==> config.mk <==
export PLATFORM = sky130hd
export DESIGN_NAME = banked_byte_memory_flat
export DESIGN_NICKNAME = d
export VERILOG_FILES = /design/src/rtl/banked_byte_memory_pkg.sv /design/src/rtl/banked_byte_memory_if.sv /design/src/rtl/banked_byte_memory_rise_detect.sv /design/src/rtl/banked_byte_memory.sv /design/src/flat_wrapper.sv
export SDC_FILE = /design/constraint.sdc
export NUM_CORES = 1
export LEC_CHECK = 0
export BUFFER_PORTS_ARGS = -buffer_cell sky130_fd_sc_hd__buf_4
export CORE_ASPECT_RATIO = 0.6
export CORE_UTILIZATION = 30
export CTS_CLUSTER_SIZE = 30
export DETAILED_ROUTE_END_ITERATION = 6
export SLEW_MARGIN = 20
export SYNTH_ARGS = -nofsm -noshare
export SYNTH_HDL_FRONTEND = slang
export SYNTH_SLANG_ARGS = --single-unit
==> constraint.sdc <==
create_clock -name clk -period 4.6 [get_ports clk]
set_input_delay 0.92 -clock clk [delete_from_list [all_inputs] [get_ports clk]]
set_output_delay 0.92 -clock clk [all_outputs]
set_load 0.05 [all_outputs]
==> src/rtl/banked_byte_memory_pkg.sv <==
`default_nettype none
// ============================================================================
// memory_pkg : shared constants and FSM encoding for banked_byte_memory
// Revision   : 1.0
// ============================================================================
package memory_pkg;

   typedef enum logic {
      ST_IDLE  = 1'b0,
      ST_CLEAR = 1'b1
   } state_t;

   localparam int DEF_WIDTH    = 8;
   localparam int DEF_DEPTH    = 4;
   localparam int DEF_SCAN_DIV = 50_000_000;

endpackage
`default_nettype wire

==> src/rtl/banked_byte_memory_if.sv <==
`default_nettype none
// ============================================================================
// banked_byte_memory_if : switch/button inputs and LED-side outputs
// Revision              : 1.0
// ============================================================================
interface banked_byte_memory_if #(
   parameter int WIDTH = memory_pkg::DEF_WIDTH,
   parameter int DEPTH = memory_pkg::DEF_DEPTH
);
   localparam int AW = $clog2(DEPTH);

   logic [WIDTH-1:0] data;
   logic             store;
   logic [AW-1:0]    addr;
   logic             clear;
   logic             scan;
   logic [WIDTH-1:0] memory;
   logic [AW-1:0]    shown_addr;
   logic             busy;
   logic             wr_ack;

   modport master (
      output data, store, addr, clear, scan,
      input  memory, shown_addr, busy, wr_ack
   );

   modport slave (
      input  data, store, addr, clear, scan,
      output memory, shown_addr, busy, wr_ack
   );
endinterface
`default_nettype wire

==> src/rtl/banked_byte_memory_rise_detect.sv <==
`default_nettype none
// ============================================================================
// rise_detect : one-cycle pulse on a 0->1 transition of a level input
// Revision    : 1.0
// ============================================================================
module rise_detect #(
   parameter logic INIT = 1'b1
) (
   input  logic clk,
   input  logic reset,
   input  logic sig_i,
   output logic rise_o
);
   logic sig_q;

   // INIT=1 suppresses a pulse for a level already high when reset releases
   always_ff @(posedge clk) begin
      if (reset) sig_q <= INIT;
      else       sig_q <= sig_i;
   end

   assign rise_o = sig_i & ~sig_q;
endmodule
`default_nettype wire

==> src/rtl/banked_byte_memory.sv <==
`default_nettype none
// ============================================================================
// banked_byte_memory : register-file word store with edge-triggered writes,
//                      sequential bulk clear and auto-scan display
// Revision           : 1.0
// ============================================================================
module banked_byte_memory
   import memory_pkg::*;
#(
   parameter int WIDTH    = DEF_WIDTH,
   parameter int DEPTH    = DEF_DEPTH,
   parameter int SCAN_DIV = DEF_SCAN_DIV
) (
   input  logic                clk,
   input  logic                reset,
   banked_byte_memory_if.slave bus
);
   localparam int             AW      = $clog2(DEPTH);
   localparam int             PW      = (SCAN_DIV > 1) ? $clog2(SCAN_DIV) : 1;
   localparam logic [AW-1:0]  c_LAST  = AW'(DEPTH - 1);
   localparam logic [AW:0]    c_DEPTH = (AW + 1)'(DEPTH);
   localparam logic [PW-1:0]  c_PTERM = PW'(SCAN_DIV - 1);

   state_t           state_q;
   logic [WIDTH-1:0] mem_q [DEPTH];
   logic [AW-1:0]    clr_ptr_q;
   logic             busy_q;
   logic             wr_ack_q;
   logic [AW-1:0]    scan_idx_q, scan_idx_d;
   logic [PW-1:0]    presc_q, presc_d;
   logic             store_rise;
   logic             addr_ok;
   logic             shown_ok;
   logic [AW-1:0]    shown_addr;

   rise_detect #(.INIT(1'b1)) u_store_rise (
      .clk    (clk),
      .reset  (reset),
      .sig_i  (bus.store),
      .rise_o (store_rise)
   );

   assign addr_ok = ({1'b0, bus.addr} < c_DEPTH);

   always_ff @(posedge clk) begin
      if (reset) begin
         state_q   <= ST_IDLE;
         busy_q    <= 1'b0;
         wr_ack_q  <= 1'b0;
         clr_ptr_q <= '0;
         for (int i = 0; i < DEPTH; i++) mem_q[i] <= '0;
      end else begin
         wr_ack_q <= 1'b0;
         case (state_q)
            ST_IDLE: begin
               // clear wins over a coincident store edge, which is dropped
               if (bus.clear) begin
                  state_q   <= ST_CLEAR;
                  busy_q    <= 1'b1;
                  clr_ptr_q <= '0;
               end else if (store_rise && addr_ok) begin
                  mem_q[bus.addr] <= bus.data;
                  wr_ack_q        <= 1'b1;
               end
            end
            ST_CLEAR: begin
               mem_q[clr_ptr_q] <= '0;
               if (clr_ptr_q == c_LAST) begin
                  state_q   <= ST_IDLE;
                  busy_q    <= 1'b0;
                  clr_ptr_q <= '0;
               end else begin
                  clr_ptr_q <= clr_ptr_q + 1'b1;
               end
            end
         endcase
      end
   end

   always_comb begin
      presc_d    = presc_q;
      scan_idx_d = scan_idx_q;
      if (!bus.scan) begin
         presc_d    = '0;
         scan_idx_d = '0;
      end else if (presc_q == c_PTERM) begin
         presc_d    = '0;
         scan_idx_d = (scan_idx_q == c_LAST) ? '0 : scan_idx_q + 1'b1;
      end else begin
         presc_d = presc_q + 1'b1;
      end
   end

   always_ff @(posedge clk) begin
      if (reset) begin
         presc_q    <= '0;
         scan_idx_q <= '0;
      end else begin
         presc_q    <= presc_d;
         scan_idx_q <= scan_idx_d;
      end
   end

   assign shown_addr     = bus.scan ? scan_idx_q : bus.addr;
   assign shown_ok       = ({1'b0, shown_addr} < c_DEPTH);
   assign bus.memory     = shown_ok ? mem_q[shown_addr] : '0;
   assign bus.shown_addr = shown_addr;
   assign bus.busy       = busy_q;
   assign bus.wr_ack     = wr_ack_q;
endmodule
`default_nettype wire

==> src/flat_wrapper.sv <==
// flat-port wrapper written by rule: the top's interface ports become plain ports
module banked_byte_memory_flat import memory_pkg::*;
#(
   parameter int WIDTH    = DEF_WIDTH,
   parameter int DEPTH    = DEF_DEPTH,
   parameter int SCAN_DIV = DEF_SCAN_DIV
)
  (clk, reset, bus_data, bus_store, bus_addr, bus_clear, bus_scan, bus_memory, bus_shown_addr, bus_busy, bus_wr_ack);
  banked_byte_memory_if #(.WIDTH(WIDTH), .DEPTH(DEPTH)) bus_i ();
  input  logic clk;
  input  logic reset;
  input wire logic [$bits(bus_i.data)-1:0] bus_data;
  input wire logic [$bits(bus_i.store)-1:0] bus_store;
  input wire logic [$bits(bus_i.addr)-1:0] bus_addr;
  input wire logic [$bits(bus_i.clear)-1:0] bus_clear;
  input wire logic [$bits(bus_i.scan)-1:0] bus_scan;
  output wire logic [$bits(bus_i.memory)-1:0] bus_memory;
  output wire logic [$bits(bus_i.shown_addr)-1:0] bus_shown_addr;
  output wire logic [$bits(bus_i.busy)-1:0] bus_busy;
  output wire logic [$bits(bus_i.wr_ack)-1:0] bus_wr_ack;
  assign bus_i.data = bus_data;
  assign bus_i.store = bus_store;
  assign bus_i.addr = bus_addr;
  assign bus_i.clear = bus_clear;
  assign bus_i.scan = bus_scan;
  assign bus_memory = bus_i.memory;
  assign bus_shown_addr = bus_i.shown_addr;
  assign bus_busy = bus_i.busy;
  assign bus_wr_ack = bus_i.wr_ack;
  banked_byte_memory #(.WIDTH(WIDTH), .DEPTH(DEPTH), .SCAN_DIV(SCAN_DIV)) u_core (.clk(clk), .reset(reset), .bus(bus_i));
endmodule
==> metrics <==
final setup TNS=0 ns; # H-tree levels=3; remaining antenna violation count=0; Initial Util=between 30% and 40%; Crit path max-delay family=buffers and inverters; maxcap violations=0; global route total overflow=0; clk_skew=~0.0043 ns; largest net degree at the start of global routing=26; GPL Wtd Cong=between 0.7 and 0.8; Syn Inst Count=slightly below 300; synth unique cells=48; Ys Warns=0; Slew Limit Fails=0; EDFF count, synth=32; final worst slack=~1.5 ns; drt first-iter violations=about 140; critical path's most frequent cell=buf_4; initial antenna violation count=0; Worst Tran Pin Value=0.8076 ns; Crit path arrival time=between 2 and 2.5 ns; GRT Total Usage=approximately an eighth; slowest cell delay on critical path=0.31 ns; Critical-path top delay cell=buf_4; layout cells sized above 1=18.98%; post-synthesis simple-gate area fraction=about a quarter; DIE AREA=approximately 11,000 sq um; Reg2Reg Depth=5; CTS tree=done; Post-Syn Area per Cell=between 10 and 15 sq um; Startpoint Class=input port; Tcrit/Tclk final=between 60 and 70%; synthesized area=about 3100 sq um; compound-gate portion of the synthesized area=under 10%; Worst Path Class, Setup=in2out; Peak VDD IR=between 150 and 200 uV; CP Max Fanout=25; Worst Hold Depth=1; fin util=37.42%; PortBufs=26; nets=roughly 350; CP startpoint=bus_scan; total I/O pin count=27; main combinational cell family by area after synthesis=simple AND/OR/NAND/NOR gates; Seq cells post-synth=66; Reg2Reg Launch Point=u_core.u_store_rise.sig_q; Final Hold Viols=0; FP Rows=28; dpl ws=1.409 ns; post-synthesis mux area share=between 3 and 4%; final setup violation count=0; vias in the first global route=approximately 1,800; Final Non-Filler Cells=around 470; vias=around 2,100; Final min period=3.137 ns; share of flip-flops with an asynchronous set or reset=0%; area added between synthesis and finish=20.05%; TritonCTS Sinks=66; Setup crit end kind=primary output; Post-Synth XOR/XNOR Area=~5.9%; leading register cell type out of synthesis=dfxtp_1; cts bufs inserted=9; routed len/inst=around 13 microns; CP Capture Point=bus_memory[1]; total chip power=~1.4 mW; Vias/cell=roughly 4.5; Die W=approximately 130 microns; CP required=~3.7 ns; relative slew slack=a little under half; clk buf depth=2; critical path depth=7; post-cts resize count=0; Hold/Removal Path Class=reg2reg; Worst-path clk slew=about 0.050 ns; first-pass GRT wire length=9915 microns; Diodes inserted=0; Post-CTS Hold Buffers=0; RSZ-0062 raised after global routing=no; PD cells=around 390 nW/um^2; drt pass-1 iters=4; outcome=complete, no violations; fmax=roughly 320 MHz; Post-DP HPWL=~4400 microns; root buf cell=clkbuf_16; Adder-Cell Fraction of Synth Area=approximately 1.2%; Routed WL=6143 microns; # DRC=0; P_leak=around 1.5 nW; placed insts=around 450; CORE AREA=around 10000 sq um; Die H=80.76 microns; CP Buf/Inv Count=3; Seq/Total Area, Yosys=52.92%; Net Count, Synth=315; worst skew pair latency=0.33 ns; reg-to-reg setup timing slack=roughly 2.1 ns; crit-path cells=buf_4 -> mux2i_2 -> buf_4 -> and2b_1 -> a211oi_1 -> a21oi_1 -> buf_4; Post-CTS Setup Inserts=0; RR Endpoint=u_core.mem_q[1][5]
==> placed cells by master, fill, tap and decap left out, types with 9 or more instances in the layout <==
master / instances
mux2i_1: 10
nand3_1: 9
inv_1: 11
edfxtp_1: 32
clkbuf_16: 9
buf_4: 29
xor2_1: 13
nor2_1: 59
a21oi_1: 13
dfxtp_1: 34
nand2_1: 22
==> sequential cells by signal (all words and copies together) (netlist names) <==
name / count
u_core.bus.busy: 1
u_core.state_q: 1
u_core.clr_ptr_q: 2
u_core.presc_q: 26
u_core.u_store_rise.sig_q: 1
u_core.bus.wr_ack: 1
u_core.mem_q: 32
u_core.scan_idx_q: 2
==> metrics by stage <==
| step | hold slack, ns | instance area (sq um) |
|---|---|---|
| 3_3_place_gp | 0.4433 | 3428 |
| 3_5_place_dp | 0.4465 | 3428 |
| 4_1_cts | 0.4593 | 3724 |
| 5_1_grt | 0.5019 | 3724 |
| 2_1_floorplan | 0.4261 | 3102 |
| 6_report | 0.4592 | 3724 |
==> logic make-up (layout without fill, tap and decap cells) <==
kind of cell | after synthesis | after routing
AND/OR/NAND/NOR | 146 | 146
flip-flops | 66 | 66
AO/OA/AOI/OAI | 29 | 29
XOR/XNOR | 21 | 21
buffers and inverters | 21 | 56
multiplexers | 11 | 11
adder cells (fa/ha/maj) | 3 | 3
==> worst min path at each step <==
stage,start,to,slack [ns]
6_report,u_core.presc_q[0],u_core.presc_q[0],0.46
3_5_place_dp,u_core.presc_q[0],u_core.presc_q[0],0.45
2_1_floorplan,u_core.presc_q[0],u_core.presc_q[0],0.43
3_3_place_gp,u_core.presc_q[0],u_core.presc_q[0],0.44
4_1_cts,u_core.presc_q[0],u_core.presc_q[0],0.46
5_1_grt,u_core.presc_q[0],u_core.presc_q[0],0.50
==> layout make-up <==
| type | instances | area, sq um |
|---|---|---|
| timing repair buffer | 29 | 217.7 |
| clock inverter | 7 | 70.07 |
| inverter | 11 | 41.29 |
| tap | 135 | 168.9 |
| multi-input combinational | 210 | 1359 |
| sequential | 66 | 1642 |
| clock buffer | 9 | 225.2 |
| fill | 977 | 6226 |
==> metal layers <==
metal	up-vias	global-route usage (%)	share of wire, %
li1	1104	-	-
met1	973	18.62	57
met2	38	15.52	38
met3	7	5.056	4.6
met4	0	4.091	0.81
met5	-	0	0
==> cell usage after synthesis, types with 2 or more instances <==
| master | number | area share [%] |
|---|---|---|
| nand2_1 | 22 | 2.7 |
| nor3b_1 | 3 | 0.73 |
| nand2b_1 | 6 | 1.2 |
| mux2i_1 | 11 | 3.5 |
| clkbuf_1 | 2 | 0.24 |
| and3_1 | 3 | 0.61 |
| nor3b_2 | 2 | 0.81 |
| inv_1 | 11 | 1.3 |
| a211oi_1 | 8 | 1.9 |
| and4_4 | 3 | 1.1 |
| xor2_1 | 13 | 3.7 |
| a21oi_1 | 13 | 2.1 |
| dfxtp_1 | 34 | 22 |
| nand4_4 | 2 | 1.4 |
| buf_4 | 4 | 0.97 |
| buf_2 | 3 | 0.48 |
| nor4b_1 | 2 | 0.56 |
| or3_1 | 2 | 0.40 |
| nor3_1 | 4 | 0.65 |
| ha_1 | 3 | 1.2 |
| nand4_1 | 6 | 1.2 |
| nor2b_1 | 7 | 1.4 |
| and2b_1 | 2 | 0.48 |
| nand3_1 | 9 | 1.5 |
| and2_1 | 2 | 0.40 |
| nor2_1 | 59 | 7.1 |
| edfxtp_1 | 32 | 31 |
| xnor2_1 | 8 | 2.3 |
| and4_1 | 2 | 0.56 |
==> report_power, final <==
group / leakage (nW) / switching [mW] / total (mW) / internal [mW]
Sequential: 0.611 / 0.00997 / 0.648 / 0.638
Combinational: 0.746 / 0.0798 / 0.119 / 0.0396
Clock: 0.135 / 0.250 / 0.666 / 0.417
(Power assumes the default switching activity.)
